**src/rtl/btn_sel_decoder.sv**
```systemverilog
// Push-button to mux-select decoder: per-button sync + debounce, then a small
// FSM that turns exactly-one-pressed into a registered {1'b1, idx} select code.

module btn_sel_lane #(
    parameter int DB_CYCLES = 4,
    parameter int CNT_W     = 2
) (
    input  logic clk,
    input  logic rst,
    input  logic i_raw,
    output logic o_db
);
    logic             r_s1;
    logic             r_s2;
    logic             r_db;
    logic [CNT_W-1:0] r_cnt;

    // Counter only runs while the synced level disagrees with the accepted one,
    // so any glitch back to the old level restarts qualification.
    always_ff @(posedge clk or posedge rst) begin
        if (rst) begin
            r_s1  <= 1'b0;
            r_s2  <= 1'b0;
            r_db  <= 1'b0;
            r_cnt <= '0;
        end else begin
            r_s1 <= i_raw;
            r_s2 <= r_s1;
            if (r_s2 == r_db) begin
                r_cnt <= '0;
            end else if (r_cnt == CNT_W'(DB_CYCLES - 1)) begin
                r_db  <= r_s2;
                r_cnt <= '0;
            end else begin
                r_cnt <= r_cnt + CNT_W'(1);
            end
        end
    end

    assign o_db = r_db;
endmodule

module btn_sel_decoder #(
    parameter int NUM_BTN   = 4,
    parameter int DB_CYCLES = 1000000,
    parameter int STICKY    = 0,
    parameter int IDX_W     = $clog2(NUM_BTN),
    parameter int SEL_W     = IDX_W + 1
) (
    input  logic               clk,
    input  logic               rst,
    input  logic [NUM_BTN-1:0] btn_in,
    output logic [NUM_BTN-1:0] btn_db,
    output logic [SEL_W-1:0]   sel_out,
    output logic               sel_valid,
    output logic               press_pulse,
    output logic               multi_err
);
    localparam int CNT_W = (DB_CYCLES > 1) ? $clog2(DB_CYCLES) : 1;

    typedef enum logic [1:0] {
        S_IDLE,
        S_ACTIVE,
        S_BLOCKED
    } state_t;

    logic [NUM_BTN-1:0] w_db;
    logic [IDX_W-1:0]   w_idx;
    logic [SEL_W-1:0]   w_code;
    logic               w_none;
    logic               w_multi;
    logic               w_one;

    state_t             r_state;
    logic [SEL_W-1:0]   r_sel;
    logic               r_pulse;
    logic               r_err;

    for (genvar g = 0; g < NUM_BTN; g++) begin : g_lane
        btn_sel_lane #(
            .DB_CYCLES(DB_CYCLES),
            .CNT_W    (CNT_W)
        ) u_lane (
            .clk  (clk),
            .rst  (rst),
            .i_raw(btn_in[g]),
            .o_db (w_db[g])
        );
    end

    // Clearing the lowest set bit leaves something only if two or more are set.
    assign w_none  = (w_db == '0);
    assign w_multi = |(w_db & (w_db - NUM_BTN'(1)));
    assign w_one   = !w_none && !w_multi;

    always_comb begin
        w_idx = '0;
        for (int i = 0; i < NUM_BTN; i++) begin
            if (w_db[i]) w_idx = IDX_W'(i);
        end
    end

    assign w_code = {1'b1, w_idx};

    // In sticky mode re-pressing the held button reloads the same code, so the
    // strobe is qualified by an actual change of sel_out.
    always_ff @(posedge clk or posedge rst) begin
        if (rst) begin
            r_state <= S_IDLE;
            r_sel   <= '0;
            r_pulse <= 1'b0;
            r_err   <= 1'b0;
        end else begin
            r_pulse <= 1'b0;
            case (r_state)
                S_IDLE: begin
                    if (w_one) begin
                        r_state <= S_ACTIVE;
                        r_sel   <= w_code;
                        r_pulse <= (w_code != r_sel);
                    end else if (w_multi) begin
                        r_state <= S_BLOCKED;
                        r_err   <= 1'b1;
                    end
                end
                S_ACTIVE: begin
                    if (w_none) begin
                        r_state <= S_IDLE;
                        if (STICKY == 0) r_sel <= '0;
                    end else if (w_multi) begin
                        r_state <= S_BLOCKED;
                        r_err   <= 1'b1;
                        if (STICKY == 0) r_sel <= '0;
                    end else if (w_code != r_sel) begin
                        r_sel   <= w_code;
                        r_pulse <= 1'b1;
                    end
                end
                S_BLOCKED: begin
                    if (w_none) begin
                        r_state <= S_IDLE;
                        r_err   <= 1'b0;
                    end
                end
                default: begin
                    r_state <= S_IDLE;
                    r_sel   <= '0;
                    r_err   <= 1'b0;
                end
            endcase
        end
    end

    assign btn_db      = w_db;
    assign sel_out     = r_sel;
    assign sel_valid   = |r_sel;
    assign press_pulse = r_pulse;
    assign multi_err   = r_err;
endmodule

```
**config.mk**
```make
export PLATFORM = sky130hd
export DESIGN_NAME = btn_sel_decoder
export DESIGN_NICKNAME = d
export VERILOG_FILES = /design/src/rtl/btn_sel_decoder.sv
export SDC_FILE = /design/constraint.sdc
export NUM_CORES = 1
export LEC_CHECK = 0
export CORE_MARGIN = 1.5
export CORE_UTILIZATION = 45
export CTS_CLUSTER_DIAMETER = 80
export CTS_CLUSTER_SIZE = 30
export DETAILED_ROUTE_END_ITERATION = 8
export HOLD_SLACK_MARGIN = 0.08
export PLACE_DENSITY = 0.62
export SYNTH_ARGS = -nofsm -noshare
export SYNTH_HDL_FRONTEND = slang
export SYNTH_SLANG_ARGS = --single-unit
```
**constraint.sdc**
```tcl
create_clock -name clk -period 2.7 [get_ports clk]
set_clock_uncertainty 0.1 [all_clocks]
set_input_delay 0.27 -clock clk [delete_from_list [all_inputs] [get_ports clk]]
set_output_delay 0.27 -clock clk [all_outputs]
set_load 0.005 [all_outputs]
```
==> impl_metrics.json <==
{
  "post-cts-setup-buffers": 0,
  "finalHoldViolCount": 0,
  "stdcell_area_sq_um": 5390,
  "cts_hold_buf": 0,
  "maxCapViolations": 0,
  "r2r-start": "g_lane[0].u_lane.r_cnt[0]",
  "finalMaxSlewViolations": 0,
  "worst_ep_required_time_ns": 2.90,
  "cts-htree-levels": 3,
  "ios": 16,
  "synth_top_cell_area_share_pct": 51.2,
  "fin_util_pct": 52.0,
  "die_w_um": 107,
  "syn_inst": 501,
  "drt_iter0_drc": 143,
  "synthArstFlopShare_pct": 100,
  "rows": 37,
  "gp_congestion": 0.780,
  "hold_class": "primary input to asynchronous set/reset pin",
  "chipHeight_um": 107,
  "syn_area_per_cell_sq_um": 9.65,
  "synth.most_common_cell": "dfrtp_1",
  "dr.pass1.iters": 6,
  "min_period_ns": 2.25,
  "wirelength_um": 9240,
  "clockBufferDepth": 2,
  "synthTopCellsByArea": "dfrtp_1 51%, xnor2_1 7.1%, nor2_1 5.7%",
  "cts_resized": 0,
  "post_dp_cell_area_sq_um": 5180,
  "clkTransAtPathRegs_ns": 0.10,
  "n_fill_cell": 958,
  "synth.distinct_cells": 45,
  "area_growth_pct": 11.5,
  "synth-seq-area-share_pct": 51.2,
  "wl_per_cell_um": 14.1,
  "grt.total_usage_pct": 18.0,
  "crit_cells": 5,
  "period_share_pct": 83.2,
  "r2r_cells": 5,
  "crit_end": "g_lane[0].u_lane.r_cnt[18]",
  "crit_path_end_kind": "flop",
  "clock.fmax_ghz": 0.445,
  "cp_num_buf_inv": 0,
  "cp_max_fo": 7,
  "reg2reg_slack_ns": 0.45,
  "syn_nets": 511,
  "dp_hpwl_um": 6340,
  "start_util_pct": 46.6,
  "power_switching_uw": 614,
  "viasPerCell": 5.41,
  "ys_warn_count": 0,
  "antenna_found_initial": 0,
  "grt-ovfl-total": 0,
  "clock_latency_ns": 0.38,
  "worstMarginPinSlew_ns": 0.655,
  "synth_largest_area_cell": "dfrtp_1",
  "slowest_delay_ns": 0.63,
  "p_sw_share_pct": 23.3,
  "drc_errors": 0,
  "clock-root-buffer": "clkbuf_8",
  "dieArea_sq_um": 11400,
  "synth_edf_count": 0,
  "core_area_sq_um": 10400,
  "numPortBuffers": 15,
  "nNetsFinal": 526,
  "vdd_drop_max_v": 0.000314,
  "power_density_nw_per_um2": 488,
  "finalSetupViolCount": 0,
  "max_slew_margin_pct": 55.9,
  "drive_gt1_share_pct": 8.64,
  "cts_made_buffers": 9,
  "reg2reg_to": "g_lane[0].u_lane.r_cnt[18]",
  "p_int_uw": 2020,
  "rsz0062_at_grt": "false",
  "synth_area_sq_um": 4830,
  "grt_first_pass_wirelength_um": 16300,
  "status": "completed",
  "power_frac_comb_pct": 3.8,
  "startpoint": "g_lane[0].u_lane.r_cnt[0]",
  "cp_top_family": "simple AND/OR/NAND/NOR gates",
  "cpMostUsedCell": "or4_1",
  "p_clk_share_pct": 38.3,
  "path_class": "flop to flop",
  "critPathArrivalTime_ns": 2.44,
  "synth-seq-cells": 99,
  "cts_tree": "done",
  "leakage_uw": 0.00210,
  "synth_flop_cell": "dfrtp_1",
  "cts.sinks": 99,
  "whs_ns": 0.176,
  "cpMaxStageDelayCell": "or4_1",
  "via_count": 3552,
  "ant_nets": 0,
  "grt_pass1_vias": 3530,
  "synth_common_cells": "99 x dfrtp_1, 73 x nor2_1, 39 x xnor2_1",
  "grt_start_max_net_pins": 51,
  "diodes": 0,
  "path_cells": "ha_1, nand2_1, or4_1, or4_1, a21oi_1",
  "sequentialPowerShare_pct": 57.8,
  "startpoint_type": "flop",
  "setup_tns_ns": 0
}
area by class of cell:
class | count | area [sq um] | share of cell area [%]
Tap cell | 136 | 170 | 3.16
Inverter | 18 | 71.3 | 1.32
Clock inverter | 5 | 61.3 | 1.14
Sequential cell | 99 | 2480 | 46.0
Multi-Input combinational cell | 362 | 2210 | 41.0
Clock buffer | 11 | 151 | 2.81
Timing Repair Buffer | 26 | 245 | 4.55
metrics by stage:
stage / setup slack, ns / total power (uW) / instances
3_5_place_dp: 0.465 / 1660 / 641
4_1_cts: 0.432 / 2680 / 657
2_1_floorplan: 0.596 / 1610 / 501
3_3_place_gp: 0.525 / 1650 / 641
5_1_grt: 0.313 / 2760 / 657
6_report: 0.455 / 2630 / 657
flip-flops by register name, summed over array words and instances, names as in the netlist:
register / flops
multi_err: 1
sel_out: 3
press_pulse: 1
r_state: 2
g_lane.u_lane.r_cnt: 80
g_lane.u_lane.r_s2: 4
g_lane.u_lane.o_db: 4
g_lane.u_lane.r_s1: 4
power by group through the flow:
stage	Combinational, uW	Clock [uW]	Sequential (uW)
3_3_place_gp	103	0	1550
4_1_cts	105	1050	1520
2_1_floorplan	64.8	0	1550
6_report	101	1010	1520
5_1_grt	119	1110	1530
3_5_place_dp	104	0	1550
worst min path at each step:
stage / endpoint
finish: g_lane[1].u_lane.r_cnt[2]
global route: g_lane[1].u_lane.r_cnt[6]
CTS: g_lane[1].u_lane.r_cnt[6]
detailed placement: g_lane[2].u_lane.r_s2
global placement: g_lane[3].u_lane.r_s2
floorplan: g_lane[0].u_lane.r_s1
cell families after synthesis:
kind of cell,synth area share [%]
AND/OR/NAND/NOR,24.9
AO/OA/AOI/OAI,7.22
XOR/XNOR,10.5
buffers and inverters,3.47
multiplexers,1.37
adder cells (fa/ha/maj),1.24
flip-flops,51.2
layout by cell type, fill, tap and decap left out, drive strengths merged, types with 2 or more instances in the layout:
cell           Yosys  final
dfrtp             99     99
nor2              73     73
xnor2             39     39
nand2             30     30
nand3             30     30
a21oi             22     22
o21ai             19     19
xor2              19     19
nand4             19     19
nor4              18     18
nor3              18     18
inv               18     17
clkdlybuf4s50      0     15
or3               11     11
clkbuf            15     11
buf                7     11
or4                9      9
and3               8      8
o31ai              7      7
nand4b             6      6
mux2               5      5
clkinvlp           0      4
ha                 4      4
and4               3      3
nor4b              3      3
and2               2      2
or3b               2      2
a2bb2oi            2      2
per-layer routing:
layer / up-vias / routed length [um] / track usage, %
met5: - / 0 / 0
met4: 0 / 97 / 4.76
met3: 9 / 337 / 4.86
met2: 38 / 4480 / 29.9
met1: 1716 / 4330 / 23.1
li1: 1789 / - / -
(Power assumes the default switching activity.)
==> patch (config.mk and constraints unchanged) <==
`DB_CYCLES`: 1000000 -> 500000.
--- a/src/rtl/btn_sel_decoder.sv
+++ b/src/rtl/btn_sel_decoder.sv
@@ -42,7 +42,7 @@
 
 module btn_sel_decoder #(
     parameter int NUM_BTN   = 4,
-    parameter int DB_CYCLES = 1000000,
+    parameter int DB_CYCLES = 500000,
     parameter int STICKY    = 0,
     parameter int IDX_W     = $clog2(NUM_BTN),
     parameter int SEL_W     = IDX_W + 1
Formal check against the unedited RTL: same outputs for any inputs over 10 cycles, from zero or initial values and one cycle with rst high; that may be too few to reach the edited logic, so the function may still have changed.
==> patch against the unedited design <==
Via count fell by 4.6%; non-clock buffer count fell by 7; sequential power fell by 4%; wire length fell by 9.6%; critical path depth fell by 1; sequential cell count fell by 4; worst setup slack got worse by 0.039 ns; sequential share of layout area rose by 0.17 points; die area fell by 3.8%; area after synthesis fell by 4.0%; largest cell class unchanged; highest routed layer unchanged; cell area fell by 4.4%; total power rose by 1.6%.
==> patch: results <==
metrics = {
    "placed_design": {
        "postPlaceCellArea_um2": 4910,
        "portBuffers": 15,
        "gp_congestion": 0.774,
        "hpwl_um": 5630,
    },
    "timing": {
        "slew_headroom_pct": 66.3,
    },
    "clock_tree": {
        "cts_buffer_depth": 2,
        "post_cts_resized": 0,
        "cts_inserted_buffers": 9,
        "insertion_delay_ns": 0.35,
        "cts_htree_levels": 3,
        "cts_setup_buffers": 0,
        "cts_root_buf": "clkbuf_8",
    },
    "finish": {
        "fill_cells": 921,
        "regMostFlops": "g_lane.u_lane.r_cnt",
        "largest_reg_flops": 76,
        "seq_area_um2": 2380,
        "drive_above_1_share_pct": 7.98,
        "final_nets": 494,
        "n_antenna_cell": 0,
    },
    "pwr": {
        "internal_power_w": 0.00209,
        "ir_worst_vdd_mv": 0.295,
        "p_leak_nw": 2.04,
    },
    "grt": {
        "grt_pass1_vias": 3164,
        "grt_max_degree": 96,
        "grt_usage_pct": 16.3,
        "grt_pass1_wl_um": 14600,
        "antenna_found_initial": 0,
    },
    "drt": {
        "dr.pass1.iters": 4,
        "vias": 3387,
        "wl_per_cell_um": 13.4,
        "drtIter0Drc": 122,
        "drc": 0,
    },
    "worst_hold_path": {
        "min_path_type": "reg2reg",
        "holdPathStages": 0,
        "min_to": "g_lane[0].u_lane.r_s2",
        "worstHoldStart": "g_lane[0].u_lane.r_s1",
    },
    "worst_setup_path": {
        "cpPeakStageDelay_ns": 0.55,
        "r2r-end": "g_lane[2].u_lane.r_cnt[7]",
        "r2r_slack_ns": 0.42,
        "crit_fanout": 18,
        "cp_slowest_cell": "or4_4",
        "rr_worst_depth": 4,
        "r2r-start": "g_lane[2].u_lane.r_cnt[11]",
        "worstPathArrival_ns": 2.40,
    },
    "synth": {
        "synthArstFlopShare_pct": 100,
        "syn_nets": 481,
        "ys_top_cells_by_count": "95 x dfrtp_1, 63 x nor2_1, 33 x xnor2_1",
        "yosysWarnings": 0,
        "synth_area_leaders": "dfrtp_1 51%, xnor2_1 6.2%, nor2_1 5.1%",
        "seq_area_frac_synth_pct": 51.2,
        "yosys.cell_types.count": 49,
    },
    "status": {
        "outcome": "completed",
    },
}
==> patch: per-stage QoR <==
step           setup slack, ns  hold WS, ns  instances
4_1_cts                  0.400        0.242        622
2_1_floorplan            0.598        0.201        471
3_3_place_gp             0.471        0.233        606
6_report                 0.416        0.254        622
3_5_place_dp             0.409        0.235        606
5_1_grt                  0.282        0.237        622
==> patch: power groups by stage <==
| stage | sequential (W) | combinational (W) | clock, W |
|---|---|---|---|
| 2_1_floorplan | 0.00149 | 0.0000657 | 0 |
| 3_3_place_gp | 0.00149 | 0.0000911 | 0 |
| 3_5_place_dp | 0.00149 | 0.0000926 | 0 |
| 4_1_cts | 0.00146 | 0.0000929 | 0.00115 |
| 5_1_grt | 0.00147 | 0.000105 | 0.00121 |
| 6_report | 0.00146 | 0.0000893 | 0.00112 |
==> patch: kinds of logic after synthesis <==
logic type | Yosys count | synth area share [%]
fa+ha+maj | 4 | 1.08
simple gates | 208 | 24.0
mux | 4 | 0.970
buf+inv | 38 | 3.80
xor+xnor | 51 | 9.62
flops | 95 | 51.2
compound gates | 71 | 9.35
==> patch: worst max-delay path, delay by kind of cell (launching register included) <==
kind,cells,cell delay [ns]
AOI/OAI and AO/OA,1,0.41
DFF,1,0.44
and+or+nand+nor,3,1.19
==> patch: how the worst max path moves through the flow <==
stage,startpoint,cells past startpoint,end,slack [ns]
final,g_lane[2].u_lane.r_cnt[11],4,g_lane[2].u_lane.r_cnt[7],0.42
after global routing,g_lane[2].u_lane.r_cnt[11],4,g_lane[2].u_lane.r_cnt[7],0.28
after CTS,g_lane[2].u_lane.r_cnt[11],4,g_lane[2].u_lane.r_cnt[7],0.40
after detailed placement,g_lane[2].u_lane.r_cnt[11],4,g_lane[2].u_lane.r_cnt[12],0.41
after global placement,g_lane[2].u_lane.r_cnt[11],4,g_lane[2].u_lane.r_cnt[3],0.47
after floorplan,g_lane[2].u_lane.r_cnt[11],4,g_lane[2].u_lane.o_db,0.60
==> patch: cell type report <==
class	count	share of cell area (%)
clock buffers	9	2.40
clock inverters	7	2.33
inverters	21	1.60
multi-input cells	338	40.6
flip-flops and latches	95	46.1
well taps	133	3.23
repair buffers	19	3.74
==> patch: metal layers <==
| layer | track usage (%) | up-vias | wire length, um |
|---|---|---|---|
| li1 | - | 1684 | - |
| met1 | 22.1 | 1661 | 4090 |
| met2 | 26.3 | 33 | 3950 |
| met3 | 2.56 | 9 | 186 |
| met4 | 6.26 | 0 | 121 |
| met5 | 0 | - | 0 |
